===== config.mk =====
export PLATFORM = sky130hd
export DESIGN_NAME = serial_alu_ctrl
export DESIGN_NICKNAME = d
export VERILOG_FILES = /design/src/rtl/serial_alu_pkg.sv /design/src/rtl/alu_bit_slice.sv /design/src/rtl/serial_alu_ctrl.sv
export SDC_FILE = /design/constraint.sdc
export NUM_CORES = 1
export LEC_CHECK = 0
export ABC_AREA = 1
export CAP_MARGIN = 20
export CORE_ASPECT_RATIO = 0.75
export CORE_MARGIN = 3
export CORE_UTILIZATION = 34
export CTS_CLUSTER_DIAMETER = 80
export DETAILED_ROUTE_END_ITERATION = 8
export DONT_BUFFER_PORTS = 1
export MAX_ROUTING_LAYER = met4
export SLEW_MARGIN = 15
export SYNTH_ARGS = -nofsm -noshare
export SYNTH_HDL_FRONTEND = slang
export SYNTH_SLANG_ARGS = --single-unit

===== constraint.sdc =====
create_clock -name clk -period 2.55 [get_ports clk]
set_clock_uncertainty 0.1 [all_clocks]
set_input_delay 0 -clock clk [delete_from_list [all_inputs] [get_ports clk]]
set_output_delay 0 -clock clk [all_outputs]
set_load 0.05 [all_outputs]

===== src/rtl/serial_alu_pkg.sv =====
// Shared constants and state encoding for the bit-serial ALU sequencer.
package serial_alu_pkg;

  localparam logic [1:0] OP_ADD = 2'b00;
  localparam logic [1:0] OP_AND = 2'b01;
  localparam logic [1:0] OP_CMP = 2'b10;
  localparam logic [1:0] OP_XOR = 2'b11;

  typedef enum logic [1:0] {
    ST_IDLE = 2'b00,
    ST_RUN  = 2'b01,
    ST_DONE = 2'b10
  } state_t;

  function automatic logic maj(input logic x, input logic y, input logic z);
    return (x & y) | (x & z) | (y & z);
  endfunction

endpackage


===== src/rtl/alu_bit_slice.sv =====
// Combinational 1-bit ALU slice: d is the result bit, e the carry/flag out.
module alu_bit_slice
  import serial_alu_pkg::*;
(
  input  logic       a,
  input  logic       b,
  input  logic       c,
  input  logic [1:0] op,
  output logic       d,
  output logic       e
);

  always_comb begin
    d = 1'b0;
    e = 1'b0;
    case (op)
      OP_ADD: begin
        d = a ^ b ^ c;
        e = maj(a, b, c);
      end
      OP_AND: d = a & b;
      // Compare is an add of ~b: only the carry chain is kept.
      OP_CMP: e = maj(a, ~b, c);
      OP_XOR: d = a ^ b;
      default: begin
        d = 1'b0;
        e = 1'b0;
      end
    endcase
  end

endmodule


===== src/rtl/serial_alu_ctrl.sv =====
// Bit-serial sequencer driving one alu_bit_slice LSB first over WIDTH cycles.
// Optional zero flag output enabled by defining SERIAL_ALU_ZERO_FLAG_EN.
module serial_alu_ctrl
  import serial_alu_pkg::*;
#(
  parameter int WIDTH = 8
) (
  input  logic             clk,
  input  logic             rst_n,
  input  logic             start,
  input  logic [1:0]       op,
  input  logic [WIDTH-1:0] a_in,
  input  logic [WIDTH-1:0] b_in,
  input  logic             cin,
  output logic             busy,
  output logic             done,
  output logic [WIDTH-1:0] result,
  output logic             cout
`ifdef SERIAL_ALU_ZERO_FLAG_EN
  ,
  output logic             zero
`endif
);

  localparam int CW = $clog2(WIDTH);

  state_t           state_reg, state_next;
  logic [WIDTH-1:0] a_reg, b_reg, shift_reg, result_reg;
  logic [WIDTH-1:0] shift_next;
  logic [CW-1:0]    cnt_reg;
  logic [1:0]       op_reg;
  logic             carry_reg, cout_reg;
  logic             slice_d, slice_e;
  logic             accept, last_bit;

  alu_bit_slice u_slice (
    .a  (a_reg[0]),
    .b  (b_reg[0]),
    .c  (carry_reg),
    .op (op_reg),
    .d  (slice_d),
    .e  (slice_e)
  );

  assign accept     = (state_reg == ST_IDLE) && start;
  assign last_bit   = (cnt_reg == CW'(WIDTH - 1));
  assign shift_next = {slice_d, shift_reg[WIDTH-1:1]};

  always_ff @(posedge clk or negedge rst_n) begin
    if (!rst_n) state_reg <= ST_IDLE;
    else        state_reg <= state_next;
  end

  always_comb begin
    state_next = state_reg;
    case (state_reg)
      ST_IDLE: if (start) state_next = ST_RUN;
      ST_RUN:  if (last_bit) state_next = ST_DONE;
      ST_DONE: state_next = ST_IDLE;
      default: state_next = ST_IDLE;
    endcase
  end

  always_ff @(posedge clk or negedge rst_n) begin
    if (!rst_n) begin
      a_reg      <= '0;
      b_reg      <= '0;
      shift_reg  <= '0;
      result_reg <= '0;
      cnt_reg    <= '0;
      op_reg     <= OP_ADD;
      carry_reg  <= 1'b0;
      cout_reg   <= 1'b0;
    end else if (accept) begin
      a_reg     <= a_in;
      b_reg     <= b_in;
      op_reg    <= op;
      carry_reg <= (op == OP_ADD || op == OP_CMP) ? cin : 1'b0;
      cnt_reg   <= '0;
      shift_reg <= '0;
    end else if (state_reg == ST_RUN) begin
      shift_reg <= shift_next;
      carry_reg <= slice_e;
      a_reg     <= a_reg >> 1;
      b_reg     <= b_reg >> 1;
      cnt_reg   <= cnt_reg + CW'(1);
      // Final bit: publish the completed word on the same edge it finishes.
      if (last_bit) begin
        result_reg <= shift_next;
        cout_reg   <= slice_e;
      end
    end
  end

`ifdef SERIAL_ALU_ZERO_FLAG_EN
  logic any_reg, zero_reg;

  always_ff @(posedge clk or negedge rst_n) begin
    if (!rst_n) begin
      any_reg  <= 1'b0;
      zero_reg <= 1'b1;
    end else if (accept) begin
      any_reg <= 1'b0;
    end else if (state_reg == ST_RUN) begin
      any_reg <= any_reg | slice_d;
      if (last_bit) zero_reg <= ~(any_reg | slice_d);
    end
  end

  assign zero = zero_reg;
`endif

  assign busy   = (state_reg != ST_IDLE);
  assign done   = (state_reg == ST_DONE);
  assign result = result_reg;
  assign cout   = cout_reg;

endmodule


==> results by group, run 1 <==
Critical path
  – CP Max Fanout: 14
  – RR Startpoint: state_reg[1]$_DFFE_PN0P_
  – Capturing point of the worst reg2reg path: b_reg[2]$_DFFE_PN0P_
  – Worst path slowest cell: dlygate4sd3_1
  – Cell breakdown of the critical path: inv_1 -> nand2_2 -> inv_2 -> nand2_1 -> nand3_1 -> dlygate4sd3_1
  – Required @ worst endpoint: 2.68 ns
  – Worst path max stage delay: 0.55 ns
  – Crit path capture type: flip-flop
  – Setup CP Type: reg2reg
  – R2R depth: 6
  – Setup crit start kind: flip-flop
  – Flop-to-flop setup slack: around 0.67 ns
  – Worst EP arrival: 2.01 ns

Final layout
  – ANT cells: 0
  – Nets@finish: 252
  – Final Non-Filler Cells: 297
  – Synthesis-to-layout area growth: 27.6%
  – Final Instance Area: 0.00229 mm2
  – Fraction of layout cells with a size suffix above 1: 11.6%
  – Final Util: 45.8%

Yosys
  – Netlist Area Pre-Place: 0.00180 mm2
  – Post-Syn Instances: 188
  – Cell variety after synth: 24
  – Mapped Nets: 216
  – #FFs+latches synth: 40
  – YS warnings: 0
  – Post-synthesis sequential area ratio: 55.7%
  – Avg Synthesized Cell Area: 9.56 um2

Route
  – Vias: 1336
  – DR WL/cell: roughly 12 um
  – Vias per cell: 4.50
  – Routed WL: 3710 um
  – Drt first pass iters: 4
  – DRC Markers: 0
  – Initial DRC Count: 41
  – DRT antenna net count: 0

STA
  – Final hold vios: 0
  – Max-slew violation count: 0
  – Final Setup Violations: 0
  – Highest Clock Rate: 531 MHz
  – Slew headroom: 37.2%
  – Hold Slack: 0.0560 ns
  – Tmin final: 1.88 ns
  – Worst-margin pin slew: 0.938 ns
  – RSZ-0062 raised after global routing: no
  – TNS Setup: 0 ns
  – Setup ws final: roughly 0.67 ns
  – Final Cycle Share: 73.8%

Power
  – Clk pwr share: 17.0%
  – Logic gate share of total power: 35.9%
  – P_leak: ~1.1 nW
  – PwrDens: 1160 mW/mm2
  – Pint: 1.54 mW
  – Sw frac: between 40% and 50%
  – Pwr Total: 2.65 mW
  – Sequential share of power: between 40 and 50%
  – Sw Pwr: 1.12 mW
  – Worst vdd ir: 383 uV

Floorplanning
  – Die Y: 69.0 um
  – # IOs: 33
  – Die span in x: 89.9 um
  – Starting Density: 35.9%
  – FP Rows: 22
  – Die ar.: about 0.0062 mm2
  – Core area: 0.00501 mm2

Clocking
  – Clock insertion delay at the later pin of the skew report: 0.29 ns
  – CTS Buf Count: 5
  – CTS tree: yes
  – Clock-pin slew on the worst setup and hold paths: 0.08 ns
  – # clock sinks: 40
  – Max H-tree Level: 2
  – Post-CTS sizing: 0
  – Setup Fix Bufs, Post-CTS: 0
  – Root buffer selected by CTS: clkbuf_8
  – CTS Buffer Depth: 2

Placed design
  – Global placer's final weighted congestion: a little under 0.8
  – DP HPWL: 2350 um
  – Pre-CTS WS: between 0.9 and 1 ns
  – Post-DP Area: 0.00184 mm2
  – DP Cell Count: 254
  – Port Buffers: 0

Global route
  – Pin count of the biggest net entering global routing: 41
  – GRT Total Usage: a little over an eighth
  – First-pass GRT wire length: 6270 um
  – Vias in the first global route: 1340
  – GRT Residual Overflow: 0
  – Initial antenna violation count: 0

Status
  – Outcome: finished, final reports clean

Job
  – Max_cap viols: 0

Min path
  – Hold/Removal Path Class: in2async
==> worst max-delay path: cells and delay by family, from the launching register on <==
family,cells,cell delay [ns]
simple gates,3,0.37
buf+inv,3,0.96
flops,1,0.39
==> logic make-up (layout without fill, tap and decap cells) <==
family / Yosys count / in the layout / synth area share [%]
and+or+nand+nor: 81 / 81 / 18.6
buffers and inverters: 30 / 67 / 8.01
AOI/OAI and AO/OA: 31 / 31 / 12.7
adders and majority gates: 6 / 6 / 5.01
DFF: 40 / 40 / 55.7
==> worst max path at each step <==
| stage | slack, ns | cells after the start | start | to |
|---|---|---|---|---|
| 6_report | 0.67 | 6 | state_reg[1]$_DFFE_PN0P_ | b_reg[2]$_DFFE_PN0P_ |
| 5_1_grt | 0.47 | 6 | state_reg[1]$_DFFE_PN0P_ | b_reg[5]$_DFFE_PN0P_ |
| 4_1_cts | 0.64 | 6 | state_reg[1]$_DFFE_PN0P_ | a_reg[2]$_DFFE_PN0P_ |
| 3_5_place_dp | 0.93 | 7 | state_reg[1]$_DFFE_PN0P_ | result[7]$_DFFE_PN0P_ |
| 3_3_place_gp | 0.99 | 7 | state_reg[1]$_DFFE_PN0P_ | result[7]$_DFFE_PN0P_ |
| 2_1_floorplan | 1.16 | 5 | b_reg[0]$_DFFE_PN0P_ | shift_reg[7]$_DFFE_PN0P_ |
==> repair_timing <==
action	4_1_cts	5_1_grt
endpoints found under the hold margin	63	0
hold buffers	35	0
setup endpoints to repair	0	0
==> synthesized netlist by cell type <==
library cell | number | share of area (%)
nand3_1 | 10 | 2.8
o21ai_4 | 1 | 0.91
inv_4 | 1 | 0.35
nand2_4 | 1 | 0.63
o211ai_2 | 1 | 0.70
ha_1 | 4 | 2.8
dfrtp_1 | 40 | 56
o21ai_1 | 3 | 0.84
o21ai_0 | 5 | 1.4
o211ai_1 | 5 | 2.1
a22o_1 | 2 | 0.98
o22ai_1 | 6 | 2.1
nand2_2 | 3 | 1.0
buf_2 | 2 | 0.56
inv_1 | 21 | 4.4
buf_4 | 1 | 0.42
inv_2 | 2 | 0.42
nand2_1 | 61 | 13
a21oi_1 | 1 | 0.28
nor2_1 | 5 | 1.0
buf_6 | 3 | 1.9
fa_1 | 2 | 2.2
nor2_2 | 1 | 0.35
o21ai_2 | 7 | 3.4
==> power groups by stage <==
stage	logic (mW)	clock network (mW)	registers, mW
floorplan	0.663	0	1.22
global placement	0.738	0	1.26
detailed placement	0.757	0	1.26
CTS	0.958	0.469	1.25
global route	1.09	0.490	1.28
finish	0.952	0.452	1.25
==> cells in the final DEF (no fill, tap or decap), drive strengths merged, types with 2 or more instances in the layout <==
master,n
nand2,65
dfrtp,40
dlygate4sd3,34
inv,24
o21ai,16
nand3,10
o22ai,6
clkbuf,6
nor2,6
o211ai,6
ha,4
a22o,2
fa,2
clkinvlp,2
==> layout make-up <==
cell class                      count  area (um2)
Fill cell                         507        2720
Sequential cell                    40        1000
Multi-Input combinational cell    118         652
Timing Repair Buffer               35         360
Inverter                           24        92.6
Tap cell                           72        90.1
Clock buffer                        6        82.6
Clock inverter                      2        15.0
==> layer usage <==
| layer | GRT usage, % | part of all wire (%) | routed length [um] |
|---|---|---|---|
| met1 | 16.3 | 48 | 1780 |
| met2 | 22.2 | 46 | 1710 |
| met3 | 4.23 | 5.8 | 217 |
| met4 | 3.05 | 0 | 0 |
| met5 | - | 0 | 0 |
Note: power is estimated with default switching activity, not from simulation.
==> run 2: changes to the inputs <==
--- a/config.mk
+++ b/config.mk
@@ -5,7 +5,7 @@
 export SDC_FILE = /design/constraint.sdc
 export NUM_CORES = 1
 export LEC_CHECK = 0
-export ABC_AREA = 1
+export ABC_AREA = 0
 export CAP_MARGIN = 20
 export CORE_ASPECT_RATIO = 0.75
 export CORE_MARGIN = 3
==> constraint.sdc (replaced) <==
create_clock -name clk -period 1.75 [get_ports clk]
set_clock_uncertainty 0.1 [all_clocks]
set_input_delay 0 -clock clk [delete_from_list [all_inputs] [get_ports clk]]
set_output_delay 0 -clock clk [all_outputs]
set_load 0.05 [all_outputs]
==> run 2 against run 1 <==
Via count fell by 2.9%. Sequential power rose by 52%. Total power rose by 47%. First-iteration DRC count rose by 95%. Largest cell class unchanged.
==> results by group, run 2 <==
Critical path
  – Setup crit start kind: flip-flop
  – R2R depth: 4
  – CP Max Fanout: 5
  – Required @ worst endpoint: ~1.9 ns
  – Capturing point of the worst reg2reg path: shift_reg[7]$_DFFE_PN0P_
  – Crit path capture type: flip-flop
  – RR Startpoint: b_reg[0]$_DFFE_PN0P_
  – Worst EP arrival: 1.70 ns
  – Flop-to-flop setup slack: between 0.15 and 0.2 ns
  – Setup CP Type: reg2reg

Yosys
  – YS warnings: 0
  – Post-synth top cells: 53 x nand2_1, 40 x dfrtp_1, 14 x a22oi_1
  – Post-synthesis sequential area ratio: 54.1%
  – Post-synth ARST share: 100%
  – Synth area leaders: dfrtp_1 54%, nand2_1 11%, a22oi_1 5.7%
  – Top-count cell post-synth: nand2_1
  – Post-synth EDFFs: 0
  – #FFs+latches synth: 40
  – Avg Synthesized Cell Area: 10.8 um2
  – Post-synth top area share: 54.1%
  – Netlist Area Pre-Place: 0.00185 mm2
  – Compound-Gate Fraction of Synth Area: 10.1%
  – Synth Flop Type: dfrtp_1
  – Largest family of logic cells by synthesized area: simple AND/OR/NAND/NOR gates
  – Synth Area in Adders: 4.87%
  – Post-synthesis xor/xnor area fraction: 0%
  – Mux cell area share after synthesis: 4.26%
  – Mapped Nets: 200
  – Synth Area in Simple Gates: 21.2%
  – Cell variety after synth: 31
  – Leading area contributor after synthesis: dfrtp_1
  – Post-Syn Instances: 172

Global route
  – GRT Total Usage: between 10% and 20%
  – First-pass GRT wire length: 6450 um
  – GRT Residual Overflow: 0
  – Pin count of the biggest net entering global routing: 41
  – Initial antenna violation count: 0
  – Vias in the first global route: between 1000 and 1500

Min path
  – Hold/Removal Path Class: in2reg
  – Hold-critical path endpoint: op_reg[0]$_DFFE_PN0P_
  – HP Start: start
  – Hold depth: 2

Route
  – DRC Markers: 0
  – Initial DRC Count: 80
  – DR WL/cell: ~14 um
  – Vias per cell: 4.70
  – DRT antenna net count: 0
  – Routed WL: roughly 3800 um
  – Drt first pass iters: 4
  – Vias: 1297

Floorplanning
  – Die span in x: about 91 um
  – Die Y: approximately 70 um
  – Core area: 0.00506 mm2
  – FP Rows: 22
  – Starting Density: 36.5%
  – # IOs: 33
  – Die ar.: 0.00637 mm2

Final layout
  – Nets@finish: about 230
  – ANT cells: 0
  – Final Util: 45.1%
  – Commonest non-fill, non-tap cell in the layout: nand2_1
  – Fraction of layout cells with a size suffix above 1: a little under a fifth
  – Synthesis-to-layout area growth: 23.3%
  – Most frequent cells in the layout: 53 x nand2_1, 40 x dfrtp_1, 21 x dlygate4sd3_1

STA
  – Final Cycle Share: between 90% and 100%
  – Tmin final: 1.58 ns
  – Max-slew violation count: 0
  – TNS Setup: 0 ns
  – RSZ-0062 raised after global routing: no
  – Final Setup Violations: 0
  – Slew headroom: 67.1%
  – Worst-margin pin slew: 0.494 ns
  – Highest Clock Rate: 632 MHz
  – Final hold vios: 0

Clocking
  – # clock sinks: 40
  – Clock-pin slew on the worst setup and hold paths: roughly 0.070 ns
  – CTS Buf Count: 5
  – Max H-tree Level: 2
  – Root buffer selected by CTS: clkbuf_8
  – Post-CTS sizing: 0
  – CTS Buffer Depth: 2
  – CTS tree: yes
  – Clock insertion delay at the later pin of the skew report: about 0.28 ns

Placed design
  – DP HPWL: between 2000 and 3000 um
  – Port Buffers: 0
  – Global placer's final weighted congestion: roughly 0.76

Status
  – Outcome: finished, final reports clean

Power
  – Sequential share of power: 48.7%
  – Worst vdd ir: about 500 uV
  – Sw frac: 42.2%
  – P_leak: 1.10 nW
  – Clk pwr share: approximately 17%
  – Pint: 2.25 mW
  – PwrDens: between 1500 and 2000 mW/mm2
  – Logic gate share of total power: 34.6%
  – Sw Pwr: 1.64 mW

Job
  – Max_cap viols: 0
-- run 2: per-layer routing --
layer  routed length, um  vias up  GRT usage (%)
met2                1600       34           16.6
met3                 212        5           4.20
met5                   0        -              -
met4                  60        0           5.02
li1                    -      640              -
met1                1950      618           19.2
-- run 2: what timing repair did --
| action | CTS | global route |
|---|---|---|
| hold buffers | 22 | 0 |
| setup buffers | 0 | 0 |
| hold endpoints to repair | 60 | 0 |
| endpoints found under the setup margin | 0 | 0 |
-- run 2: how the worst max path moves through the flow --
stage | slack (ns) | endpoint | depth (start not counted) | from
after floorplan | 0.16 | result[1]$_DFFE_PN0P_ | 5 | cnt_reg[0]$_DFFE_PN0P_
after global placement | 0.18 | carry_reg$_DFFE_PN0P_ | 5 | carry_reg$_DFFE_PN0P_
after detailed placement | 0.16 | cout$_DFFE_PN0P_ | 5 | carry_reg$_DFFE_PN0P_
after CTS | 0.15 | cout$_DFFE_PN0P_ | 5 | carry_reg$_DFFE_PN0P_
after global routing | 0.04 | shift_reg[7]$_DFFE_PN0P_ | 4 | b_reg[0]$_DFFE_PN0P_
final | 0.17 | shift_reg[7]$_DFFE_PN0P_ | 4 | b_reg[0]$_DFFE_PN0P_
-- run 2: critical path: stages (launching register included) --
cell and delay (ns):
dfrtp_1 0.45, fa_1 0.52, nor3b_1 0.24, nor2_1 0.07
a21oi_1 0.13
-- run 2: cells by family after synthesis --
logic type | Yosys count
buf+inv | 15
fa+ha+maj | 6
simple gates | 78
mux | 7
compound gates | 26
flops | 40
-- run 2: layout make-up --
| class | instances | area, um2 |
|---|---|---|
| Clock buffer | 7 | 96.3 |
| Fill cell | 495 | 2780 |
| Inverter | 5 | 18.8 |
| Multi-Input combinational cell | 117 | 748 |
| Sequential cell | 40 | 1000 |
| Tap cell | 72 | 90.1 |
| Timing Repair Buffer | 35 | 328 |
-- run 2: through the flow --
step                      instance area [um2]  cells  power, mW  hold WS (ns)  worst slack [ns]
after global routing                     2280    276       4.18        0.0267            0.0434
after global placement                   1960    247       3.18        -0.395             0.184
after detailed placement                 1960    247       3.22        -0.395             0.161
after CTS                                2280    276       3.93        0.0128             0.149
after floorplan                          1850    172       2.90        -0.396             0.159
final                                    2280    276       3.89        0.0137             0.169
-- run 2: power by group through the flow --
stage	Combinational [mW]	Sequential [mW]	Clock (mW)
after detailed placement	1.31	1.91	0
after CTS	1.37	1.90	0.664
final	1.35	1.90	0.650
after global routing	1.53	1.95	0.710
after global placement	1.27	1.91	0
after floorplan	1.02	1.88	0
==> run 3: changes to the inputs <==
--- a/config.mk
+++ b/config.mk
@@ -9,7 +9,7 @@
 export CAP_MARGIN = 20
 export CORE_ASPECT_RATIO = 0.75
 export CORE_MARGIN = 3
-export CORE_UTILIZATION = 34
+export CORE_UTILIZATION = 49
 export CTS_CLUSTER_DIAMETER = 80
 export DETAILED_ROUTE_END_ITERATION = 8
 export DONT_BUFFER_PORTS = 1
==> run 3 against run 2 <==
The run now ends with negative hold slack left. Sequential power barely moved. Sequential cell count did not move. Register-to-register slack got worse by 0.05 ns. Maximum frequency fell by 3.0%. First-iteration DRC count rose by 15%. Largest power group unchanged.
==> results by group, run 3 (synthesized netlist as in run 2, its figures left out) <==
Status
  – Outcome: finished, violations left
  – Failing checks: negative hold slack

Clocking
  – # clock sinks: 40
  – CTS Buffer Depth: 2
  – Clock-pin slew on the worst setup and hold paths: roughly 0.070 ns
  – Root buffer selected by CTS: clkbuf_8
  – Clock insertion delay at the later pin of the skew report: 0.29 ns
  – CTS tree: yes
  – Max H-tree Level: 2
  – Setup Fix Bufs, Post-CTS: 0
  – CTS Buf Count: 5

STA
  – RSZ-0062 raised after global routing: no
  – Tmin final: 1.63 ns
  – Final hold vios: 11
  – Slew headroom: 60.7%
  – Highest Clock Rate: 613 MHz
  – Final Setup Violations: 0
  – Final Cycle Share: approximately 93%
  – Max-slew violation count: 0
  – Hold Slack: -0.0168 ns
  – Setup ws final: 0.119 ns
  – Worst-margin pin slew: 0.589 ns
  – TNS Setup: 0 ns

Final layout
  – Commonest non-fill, non-tap cell in the layout: nand2_1
  – Reg area: around 0.001 mm2
  – Final Instance Area: 0.00223 mm2
  – Final Util: around two thirds
  – Most frequent cells in the layout: 53 x nand2_1, 40 x dfrtp_1, 21 x dlygate4sd3_1
  – Fill cells: 266
  – Fraction of layout cells with a size suffix above 1: 17.4%
  – Multi-input logic area: 752 um2
  – Synthesis-to-layout area growth: 20.8%
  – ANT cells: 0
  – Nets@finish: 228

Critical path
  – Crit-path leading delay family: flip-flops
  – Worst EP arrival: approximately 1.7 ns
  – CP Max Fanout: 11
  – Crit path capture type: flip-flop
  – Worst path max stage delay: 0.40 ns
  – Buffers & Inverters on Critical Path: 1
  – Setup CP Type: reg2reg
  – Cell breakdown of the critical path: ha_1 -> ha_1 -> nand3b_1 -> buf_12 -> mux2_2
  – Worst path slowest cell: dfrtp_1
  – Most used cell, CP: ha_1
  – Required @ worst endpoint: roughly 1.8 ns
  – Setup crit start kind: flip-flop

Job
  – Max_cap viols: 0

Placed design
  – Global placer's final weighted congestion: 0.733
  – DP HPWL: ~2500 um
  – Port Buffers: 0
  – Pre-CTS WS: 0.113 ns
  – Post-DP Area: 0.00191 mm2

Route
  – Routed WL: around 3700 um
  – Vias per cell: 5.10
  – DR WL/cell: 14.8 um
  – Initial DRC Count: 92
  – Drt first pass iters: 5
  – Vias: 1281
  – DRC Markers: 0
  – DRT antenna net count: 0

Floorplanning
  – # IOs: 33
  – Starting Density: between 50% and 60%
  – Die Y: 59.2 um
  – Die ar.: ~0.0046 mm2
  – Die span in x: 77.0 um
  – Core area: about 0.0034 mm2
  – FP Rows: 18

Global route
  – GRT Total Usage: about a fifth
  – First-pass GRT wire length: 6510 um
  – GRT Residual Overflow: 0
  – Vias in the first global route: around 1300
  – Pin count of the biggest net entering global routing: 41
  – Initial antenna violation count: 0

Power
  – Pwr Total: 3.87 mW
  – Worst vdd ir: roughly 1100 uV
  – P_leak: 1.09 nW
  – PwrDens: approximately 1700 mW/mm2

Min path
  – Hold/Removal Path Class: in2reg
## run 3: changes by cell type in the layout (fill, tap and decap cells not counted)
cell,delta
buf_12,+1
buf_4,-5
clkbuf_1,+2
clkbuf_8,-1
o21bai_1,-1
o21bai_2,+1
## run 3: worst reg2reg max path, cell delays in order, from the launching register on
cell	delay (ns)
dfrtp_1	0.40
ha_1	0.21
ha_1	0.19
nand3b_1	0.13
buf_12	0.15
mux2_2	0.34
## run 3: final cells by class
| type | instances | share of cell area [%] |
|---|---|---|
| well taps | 50 | 2.80 |
| flip-flops and latches | 40 | 44.8 |
| inverters | 5 | 0.840 |
| multi-input cells | 117 | 33.7 |
| repair buffers | 31 | 13.9 |
| clock buffers | 8 | 4.03 |
## run 3: worst paths after layout
kind	from	end	slack, ns	depth (start not counted)
min in group asynchronous	rst_n	result[6]$_DFFE_PN0P_	0.06	2
setup reg to reg	cnt_reg[0]$_DFFE_PN0P_	result[2]$_DFFE_PN0P_	0.12	5
max in group asynchronous	rst_n	shift_reg[3]$_DFFE_PN0P_	1.29	2
hold / removal	start	a_reg[1]$_DFFE_PN0P_	-0.02	3
setup / recovery	cnt_reg[0]$_DFFE_PN0P_	result[2]$_DFFE_PN0P_	0.12	5
hold reg to reg	a_reg[4]$_DFFE_PN0P_	a_reg[4]$_DFFE_PN0P_	0.38	2
## run 3: power by group
part / internal [mW] / switching (mW) / total, mW
Combinational: 0.579 / 0.752 / 1.33
Sequential: 1.31 / 0.603 / 1.91
Clock: 0.321 / 0.302 / 0.623
Total: 2.21 / 1.66 / 3.87
## run 3: routing by layer
metal	vias to the layer above	routed length [um]	share of wire (%)	global-route usage, %
met1	615	1770	48	24.9
met2	29	1700	46	29.4
met3	7	169	4.6	4.56
met5	-	0	0	-
met4	0	59	1.6	9.30
li1	630	-	-	-
## run 3: stage by stage
| step | std cells | hold WS, ns |
|---|---|---|
| 5_1_grt | 251 | 0.0181 |
| 6_report | 251 | -0.0168 |
| 3_5_place_dp | 221 | -0.394 |
| 3_3_place_gp | 221 | -0.395 |
| 4_1_cts | 251 | 0.0557 |
| 2_1_floorplan | 172 | -0.396 |
## run 3: what timing repair did
item / in CTS / in global routing
endpoints found under the hold margin: 59 / 0
endpoints found under the setup margin: 0 / 15
resized for setup: 0 / 1
hold buffers: 22 / 0
